==> config.mk <==
export PLATFORM = sky130hd
export DESIGN_NAME = fifo_ecc_err_mon
export DESIGN_NICKNAME = d
export VERILOG_FILES = /design/src/rtl/fifo_ecc_err_mon.sv
export SDC_FILE = /design/constraint.sdc
export NUM_CORES = 2
export LEC_CHECK = 0
export CELL_PAD_IN_SITES_DETAIL_PLACEMENT = 2
export CELL_PAD_IN_SITES_GLOBAL_PLACEMENT = 2
export CORE_ASPECT_RATIO = 2
export CORE_MARGIN = 8
export CORE_UTILIZATION = 35
export DETAILED_ROUTE_END_ITERATION = 7
export PLACE_DENSITY = 0.73
export SYNTH_ARGS = -nofsm -noshare
export SYNTH_HDL_FRONTEND = slang
export SYNTH_SLANG_ARGS = --single-unit
==> constraint.sdc <==
create_clock -name clk_i -period 2.5 [get_ports clk_i]
set_clock_uncertainty 0.1 [all_clocks]
set_input_delay 0.5 -clock clk_i [delete_from_list [all_inputs] [get_ports clk_i]]
set_output_delay 0.5 -clock clk_i [all_outputs]
set_load 0.005 [all_outputs]
==> src/rtl/fifo_ecc_err_mon.sv <==
// fifo_ecc_err_mon
// ------------------------------------------------------------------
// Monitors the per-lane ECC status of the FIFO lane chain (K lanes).
// For every lane it keeps saturating single-bit and double-bit error
// counters. It also keeps sticky summary flags, a saturating count of
// chain data-mismatch pulses, the index of the first lane to report a
// double-bit error, and a registered alarm. A request/ack read port
// returns one lane's counters at a time for slow-control readout.
//
// Optional build macro: FIFO_ECC_ERR_MON_TIMESTAMP_EN
//   When defined, a free-running 32-bit cycle counter is added, and
//   first_dbit_ts_o records the counter value at the first double-bit
//   error.
//
// Ports
//   clk_i, rst_i       clock, synchronous active-high reset
//   sbiterr_i[K]       per-lane single-bit-corrected pulses
//   dbiterr_i[K]       per-lane double-bit-detected pulses
//   err_i              chain data-mismatch pulse
//   clr_i              clears counters, stickies, capture and alarm
//   rd_req_i/rd_lane_i read request and lane index
//   rd_ack_o           read data valid, 2 cycles after rd_req_i
//   rd_sbit_cnt_o      single-bit count of the read lane
//   rd_dbit_cnt_o      double-bit count of the read lane
//   rd_oor_o           read lane index was >= K
//   sbit_any_o         sticky: a single-bit error was seen on some lane
//   dbit_any_o         sticky: a double-bit error was seen on some lane
//   err_cnt_o          saturating count of err_i pulses
//   first_dbit_vld_o   first double-bit lane has been captured
//   first_dbit_lane_o  index of that lane
//   first_dbit_ts_o    (optional) cycle stamp of that capture
//   alarm_o            registered alarm
// ------------------------------------------------------------------

// Per-lane pair of saturating error counters.
module fifo_ecc_err_mon_lane #(
    parameter int CNT_W = 16
) (
    input  logic             clk_i,
    input  logic             rst_i,
    input  logic             clr_i,
    input  logic             sbit_i,
    input  logic             dbit_i,
    output logic [CNT_W-1:0] sbit_cnt,
    output logic [CNT_W-1:0] dbit_cnt
);
    localparam logic [CNT_W-1:0] CNT_MAX = '1;

    always_ff @(posedge clk_i) begin
        if (rst_i || clr_i) begin
            sbit_cnt <= '0;
            dbit_cnt <= '0;
        end else begin
            if (sbit_i && sbit_cnt != CNT_MAX) sbit_cnt <= sbit_cnt + CNT_W'(1);
            if (dbit_i && dbit_cnt != CNT_MAX) dbit_cnt <= dbit_cnt + CNT_W'(1);
        end
    end
endmodule

module fifo_ecc_err_mon #(
    parameter int K        = 48,
    parameter int CNT_W    = 16,
    parameter int SBIT_THR = 100,
    parameter int LW       = 7
) (
    input  logic             clk_i,
    input  logic             rst_i,
    input  logic [K-1:0]     sbiterr_i,
    input  logic [K-1:0]     dbiterr_i,
    input  logic             err_i,
    input  logic             clr_i,
    input  logic             rd_req_i,
    input  logic [LW-1:0]    rd_lane_i,
    output logic             rd_ack_o,
    output logic [CNT_W-1:0] rd_sbit_cnt_o,
    output logic [CNT_W-1:0] rd_dbit_cnt_o,
    output logic             rd_oor_o,
    output logic             sbit_any_o,
    output logic             dbit_any_o,
    output logic [CNT_W-1:0] err_cnt_o,
    output logic             first_dbit_vld_o,
    output logic [LW-1:0]    first_dbit_lane_o,
`ifdef FIFO_ECC_ERR_MON_TIMESTAMP_EN
    output logic [31:0]      first_dbit_ts_o,
`endif
    output logic             alarm_o
);
    localparam logic [CNT_W-1:0] CNT_MAX = '1;

    typedef enum logic {IDLE, RESP} rd_state_t;

    typedef struct packed {
        logic [CNT_W-1:0] sbit;
        logic [CNT_W-1:0] dbit;
        logic             oor;
    } rd_rsp_t;

    logic [K-1:0][CNT_W-1:0] sbit_cnt;
    logic [K-1:0][CNT_W-1:0] dbit_cnt;
    logic [K-1:0]            thr_hit;

    // ---------------- per-lane counters ----------------
    for (genvar g = 0; g < K; g++) begin : g_lane
        fifo_ecc_err_mon_lane #(.CNT_W(CNT_W)) u_lane (
            .clk_i    (clk_i),
            .rst_i    (rst_i),
            .clr_i    (clr_i),
            .sbit_i   (sbiterr_i[g]),
            .dbit_i   (dbiterr_i[g]),
            .sbit_cnt (sbit_cnt[g]),
            .dbit_cnt (dbit_cnt[g])
        );
        assign thr_hit[g] = (sbit_cnt[g] >= CNT_W'(SBIT_THR));
    end

    // Lowest set dbiterr_i index: scan downwards so the lowest hit wins.
    logic [LW-1:0] first_idx;
    always_comb begin
        first_idx = '0;
        for (int i = K - 1; i >= 0; i--)
            if (dbiterr_i[i]) first_idx = LW'(i);
    end

`ifdef FIFO_ECC_ERR_MON_TIMESTAMP_EN
    // Free-running stamp; deliberately untouched by clr_i.
    logic [31:0] cyc_cnt;
    always_ff @(posedge clk_i) begin
        if (rst_i) cyc_cnt <= '0;
        else       cyc_cnt <= cyc_cnt + 32'd1;
    end
`endif

    // ---------------- summary state ----------------
    always_ff @(posedge clk_i) begin
        if (rst_i || clr_i) begin
            err_cnt_o         <= '0;
            sbit_any_o        <= 1'b0;
            dbit_any_o        <= 1'b0;
            first_dbit_vld_o  <= 1'b0;
            first_dbit_lane_o <= '0;
`ifdef FIFO_ECC_ERR_MON_TIMESTAMP_EN
            first_dbit_ts_o   <= '0;
`endif
            alarm_o           <= 1'b0;
        end else begin
            if (err_i && err_cnt_o != CNT_MAX) err_cnt_o <= err_cnt_o + CNT_W'(1);
            sbit_any_o <= sbit_any_o | (|sbiterr_i);
            dbit_any_o <= dbit_any_o | (|dbiterr_i);
            if (!first_dbit_vld_o && (|dbiterr_i)) begin
                first_dbit_vld_o  <= 1'b1;
                first_dbit_lane_o <= first_idx;
`ifdef FIFO_ECC_ERR_MON_TIMESTAMP_EN
                first_dbit_ts_o   <= cyc_cnt;
`endif
            end
            // Built from registered state, hence one cycle behind it.
            alarm_o <= dbit_any_o | (|thr_hit) | (err_cnt_o != '0);
        end
    end

    // ---------------- read port ----------------
    rd_rsp_t lane_sel;
    always_comb begin
        lane_sel     = '0;
        lane_sel.oor = 1'b1;
        for (int i = 0; i < K; i++) begin
            if (rd_lane_i == LW'(i)) begin
                lane_sel.sbit = sbit_cnt[i];
                lane_sel.dbit = dbit_cnt[i];
                lane_sel.oor  = 1'b0;
            end
        end
    end

    rd_state_t rd_state;
    rd_rsp_t   rd_snap;

    // The snapshot is taken on the RESP-entry edge, before that edge's
    // increment lands. A same-edge clr_i zeroes the counts, matching
    // what the counters themselves become.
    always_ff @(posedge clk_i) begin
        if (rst_i) begin
            rd_state      <= IDLE;
            rd_snap       <= '0;
            rd_ack_o      <= 1'b0;
            rd_sbit_cnt_o <= '0;
            rd_dbit_cnt_o <= '0;
            rd_oor_o      <= 1'b0;
        end else begin
            rd_ack_o <= 1'b0;
            case (rd_state)
                IDLE: begin
                    if (rd_req_i) begin
                        rd_snap.sbit <= clr_i ? '0 : lane_sel.sbit;
                        rd_snap.dbit <= clr_i ? '0 : lane_sel.dbit;
                        rd_snap.oor  <= lane_sel.oor;
                        rd_state     <= RESP;
                    end
                end
                RESP: begin
                    rd_sbit_cnt_o <= rd_snap.sbit;
                    rd_dbit_cnt_o <= rd_snap.dbit;
                    rd_oor_o      <= rd_snap.oor;
                    rd_ack_o      <= 1'b1;
                    rd_state      <= IDLE;
                end
                default: rd_state <= IDLE;
            endcase
        end
    end
endmodule

==> metrics list, run 1 <==
* Height of the die: 725 um
* Starting Density: 0.351
* Count of cell types in the netlist: 116
- Clock tree synthesis inserted a total of 178 buffers.
- At the end of routability-driven placement, the weighted congestion stood at 1.14.
- 169 I/O pins were placed.
- Syn_nets: 11400
* Post-synth EDFFs: 0
* Area of the mapped netlist: 0.0880 mm^2
- Largest net degree at the start of global routing: 177
- Cells taking the most area after synthesis: dfxtp_1 37%, nor2_1 8.7%, xor2_1 7.6%
* Overall routing resource usage: 0.602
- Total cell area at the placement stage: 0.114 mm^2
* Buffer depth of the longest clock path: 4
- In this run the horizontal extent of the chip is 371 um.
* Placement Setup Slack: -1.95 ns
* Number of instances in the synthesized netlist: 11100
- Port buffering added 167 buffers.
- Synth top area share: 0.371
* Via count of the first global-routing pass: 135000
- The initialized floorplan defines 260 standard-cell rows.
- Placed insts: 16700
- CTS root buffer: clkbuf_16
- The first global-routing pass estimated 1170000 um of wire.
- Each instance of the synthesized netlist takes up on average 7.92 um^2.
- The tool reported: "[ERROR GRT-0116] Global routing finished with congestion. Check the congestion regions in the DRC Viewer".
- YS warnings: 0
- Number of sinks handled by clock tree synthesis: 1630
- Among all flip-flop cells after synthesis, the most frequent one is dfxtp_1.
* Share of async-settable or async-resettable flops after synthesis: 0
- The share of the Yosys chip area taken by registers is 0.371.
- The run stopped with a tool error.
- After global routing the overflow that remains totals 387.
* Total half-perimeter wirelength after legalization and detailed placement: 552000 um
* Stage where the run ended: global routing
* Cell taking the most area after synthesis: dfxtp_1
- FF+latch count, synth: 1630
* H-tree lvl count: 4
synth_stat cells (22+ instances only):
cell type and number:
mux2_2 22, mux2i_1 172, or2_2 22, a22oi_1 72, o21ai_1 30, ha_1 146, a211oi_1 61, clkbuf_1 354
o311ai_0 31, o22ai_1 173, nand3_1 516, buf_2 122, a21oi_1 499, nand2_1 976, nand4_1 378, xor2_1 765
o21ai_0 460, o41ai_2 34, nor2_1 2031, nor2b_1 25, dfxtp_1 1630, o31ai_2 24, or3_1 224, and2_1 69
nor4_1 192, a221oi_1 96, o211ai_1 51, a221o_1 36, inv_1 312, o221ai_1 89, o31ai_1 27, and4_1 35
a2111oi_0 26, xnor2_1 456, a31oi_1 53, nand2b_1 29, nor3_1 239, and3_1 233
stage by stage:
step	TNS [ns]	hold WS (ns)
2_1_floorplan	-0.659	0.327
3_3_place_gp	-169.54	0.344
3_5_place_dp	-248.07	0.365
4_1_cts	-0.379	0.280
kinds of logic after synthesis:
group                      count (synthesis)  synth area share
other                                      1         0.0000426
and+or+nand+nor                         5063             0.269
adders and majority gates                146            0.0208
muxes                                    205            0.0252
xor gates and xnor gates                1223             0.122
buffers and inverters                    841            0.0396
DFF                                     1630             0.371
AOI/OAI and AO/OA                       2005             0.153
metal layers:
layer,overflow,global-route usage
met5,0,0.0588
met4,175,0.679
met3,2,0.322
met2,210,0.881
met1,0,0.556
what timing repair did:
action	4_1_cts
hold buffers	1
hold endpoints to repair	2
gates resized for setup	389
buffers inserted	43
pin swaps	55
endpoints found under the setup margin	282
cloned	2
==> run 2: changes to the inputs <==
CELL_PAD_IN_SITES_DETAIL_PLACEMENT = default   (was 2)
CELL_PAD_IN_SITES_GLOBAL_PLACEMENT = default   (was 2)
CORE_ASPECT_RATIO = default   (was 2)
CORE_UTILIZATION = 40   (was 35)
PLACE_DENSITY = default   (was 0.73)
PLACE_DENSITY_LB_ADDON = 0.15   (was default)
clock period = 3.2 ns   (was 2.5 ns; I/O delays follow)
==> metrics list, run 2 <==
* Path length in cells of the critical path: 11
* TritonCTS clock tree: done
- The die is 485 um tall.
- Filler-free cell count of the finished design: 15600
* I/O pin total: 169
- Post-route DRC: 4
* Share of async-settable or async-resettable flops after synthesis: 0
- Counting along the longest clock path gives a buffer depth of 3.
- Transition time at the pin with the least slew margin: 1.28 ns
- Fin. max-slew vios: 0
* Final setup fails: 6
- Layout Cell Area excl Fill: 0.111 mm^2
- The floorplan step defined a die boundary enclosing 0.235 mm^2.
* Endpoint type of the worst setup path: register
- DR vias/cell: 6.16
- Total half-perimeter wirelength after legalization and detailed placement: 410000 um
- Core area: 0.219 mm^2
* Gpl congestion: 1.13
- Share of post-route cells with drive strength above 1: 0.170
- The cell area that synthesis handed to floorplanning was 0.0880 mm^2.
* Clock transition time at the flip-flop clock pins of the worst setup and hold paths: 0.06 ns
- Via count of the first global-routing pass: 88700
- Die boundary width: 485 um
- The run finished, with violations left.
- Num rows: 172
- Portion of the clock cycle consumed by the worst path in the final layout: 1.05
* Worst flop-to-flop path startpoint: g_lane[25].u_lane.dbit_cnt[4]$_SDFFE_PP0P_
- Cells taking the most area after synthesis: dfxtp_1 37%, nor2_1 8.7%, xor2_1 7.6%
- Including well taps, the total number of placed cells is 15200.
- Antenna violations before repair: 65
* Number of stages on the worst hold path: 2
* Standby leakage power: 41.2 nW
- Synth top area share: 0.371
- Of the synthesized area, sequential elements account for 0.371.
- Number of buffers and inverters on the critical path: 6
- Clock tree synthesis selected as its root buffer the cell clkbuf_16.
- Area growth syn-to-layout: 26.6%
- Hold Slack: 0.373 ns
- Slowest stage delay, CP: 0.68 ns
* Critical path origin: rd_lane_i[6]
- Critical Path, Cell by Cell: clkdlybuf4s50_1, buf_12, or3b_2, buf_12, buf_4, nor2_1, buf_4, buf_4, nor4_1, o2111ai_2, a21oi_1
- Global-route met2 utilization: 0.604
* Met3 Resource Use GR: 0.107
- Initial drt markers: 13100
- For the worst setup path, the data arrival time is 4.04 ns.
* Standard cell with the maximum stage delay on the critical path: nor4_1
- Count of input and output buffers: 167
- Worst Path Required: 3.89 ns
* Post-route worst setup slack: -0.146 ns
* Most frequent cell on the critical path: buf_4
- Most used cells in the layout excluding fill and tap cells: 2027 x nor2_1, 1629 x dfxtp_1, 1470 x buf_4
- In the synthesized netlist the dominant register cell turns out to be dfxtp_1.
- Num CTS Buffers: 189
- Violated checks: design-rule violations, negative setup slack
- Via total after detailed routing: 96100
- The synthesized design contains 0 enable-type register cells.
- Commonest non-fill, non-tap cell in the layout: nor2_1
* First drt pass iteration count: 8
* Final routed wire length divided by cell count: 32.1 um
- Most common library cells after synthesis: 2031 x nor2_1, 1630 x dfxtp_1, 976 x nand2_1
- The min-delay analysis places its worst path in the category register to register.
- Starting Density: 0.401
* Syn_nets: 11400
- Synthesis produced a netlist whose cell count is 11100.
* Number of nets at the end of the flow: 12800
- Congestion Overflow GR: 0
* Total Wirelength: 501000 um
* Crit Path Max Fanout: 17
* Type of origin of the critical path: input pin
* Origin of the worst min-delay path: first_dbit_lane_o[3]$_SDFFE_PP0P_
- Entering global routing, the biggest net connects 220 pins.
- Critical path type: input pin to register
* Post-Synthesis Mean Instance Area: 7.92 um^2
* Placement Setup Slack: -2.00 ns
* Max-Cap Viols: 0
- Fmax: 299 MHz
* Most used routing layer: met2
- Number of sinks handled by clock tree synthesis: 1630
* GR met1 Demand/Resource: 0.508
- Total cell area at the placement stage: 0.104 mm^2
- Final hold violations: 0
- For the worst-skew pair, the clock arrives at the later sink with an insertion delay of 0.88 ns.
- The routed design could run at a clock period as short as 3.35 ns.
* First-pass GRT wire length: 687000 um
* Most frequently used cell type in the post-synthesis netlist: nor2_1
- In this run the power density over the cells is 430 mW/mm^2.
- Final sum of negative setup slack: -0.581 ns
- Cell taking the most area after synthesis: dfxtp_1
* FF+latch count, synth: 1630
- Top cell family by delay on the critical path: buffers and inverters
* YS warnings: 0
- H-tree lvl count: 4
- Worst Reg-to-Reg Cells: 11
- The count of nets left with antenna violations once routing finished came out at 0.
- IR Drop Worst-Case VDD: 0.588 mV
- The worst pin sits at a relative slew slack of 0.149.
* Regs by FF count: g_lane.u_lane.dbit_cnt: 768 flops, g_lane.u_lane.sbit_cnt: 768 flops, rd_snap: 33 flops
- In this run, distinct cell masters in the synthesized netlist total 116.
- Across every metal layer, demand over resource in global routing totals 0.404.
-- run 2: cell counts after synthesis --
Identical to the previous run, type by type.
-- run 2: cell families (layout without fill, tap and decap cells) --
| kind of cell | after synthesis | after routing | synth area share |
|---|---|---|---|
| AOI/OAI and AO/OA | 2005 | 2005 | 0.153 |
| xor gates and xnor gates | 1223 | 1223 | 0.122 |
| adders and majority gates | 146 | 146 | 0.0208 |
| buffers and inverters | 841 | 2413 | 0.0396 |
| DFF | 1630 | 1630 | 0.371 |
| muxes | 205 | 205 | 0.0252 |
| other | 1 | 32 | 0.0000426 |
| and+or+nand+nor | 5063 | 5063 | 0.269 |
-- run 2: routing by layer --
layer	part of all wire	up-vias
li1	-	42200
met1	0.39	46700
met2	0.42	5593
met3	0.11	1501
met4	0.088	36
met5	0.00055	-
-- run 2: worst min-delay path: stages, from the launching register on --
cell and delay [ns]:
dfxtp_1 0.32, nand2_1 0.05, a21oi_1 0.05
-- run 2: repair_timing --
item,in CTS,in global routing
setup buffers,7,5
setup endpoints to repair,19,22
pin swaps,3,9
hold buffers,1,0
endpoints found under the hold margin,1,0
resized for setup,39,53
-- run 2: metrics by stage --
step                total power, mW  utilization
finish                         47.9        0.508
CTS                            48.0        0.507
global placement               25.1        0.476
global route                   49.0        0.508
floorplan                      22.5            -
detailed placement             25.1        0.476
-- run 2: layout make-up --
cell class	instances	area, um^2
fill	21400	108000
multi-input combinational	8643	52400
sequential	1630	32600
timing repair buffer	1754	15000
clock buffer	272	5570
tap	2871	3590
inverter	314	1180
clock inverter	73	962
antenna	31	77.6
-- run 2: worst paths after layout --
| kind | end | slack (ns) |
|---|---|---|
| max | rd_snap[0]$_SDFFE_PP0P_ | -0.15 |
| min reg2reg | first_dbit_lane_o[3]$_SDFFE_PP0P_ | 0.37 |
| max reg2reg | rd_snap[5]$_SDFFE_PP0P_ | 0.01 |
| min | first_dbit_lane_o[3]$_SDFFE_PP0P_ | 0.37 |
-- run 2: power by group --
part           switching, mW  internal [mW]
Clock                   9.70           13.3
Sequential             0.191           20.4
Combinational           2.78           1.53
Total                   12.7           35.3
Power figures use the tool's default switching activity.
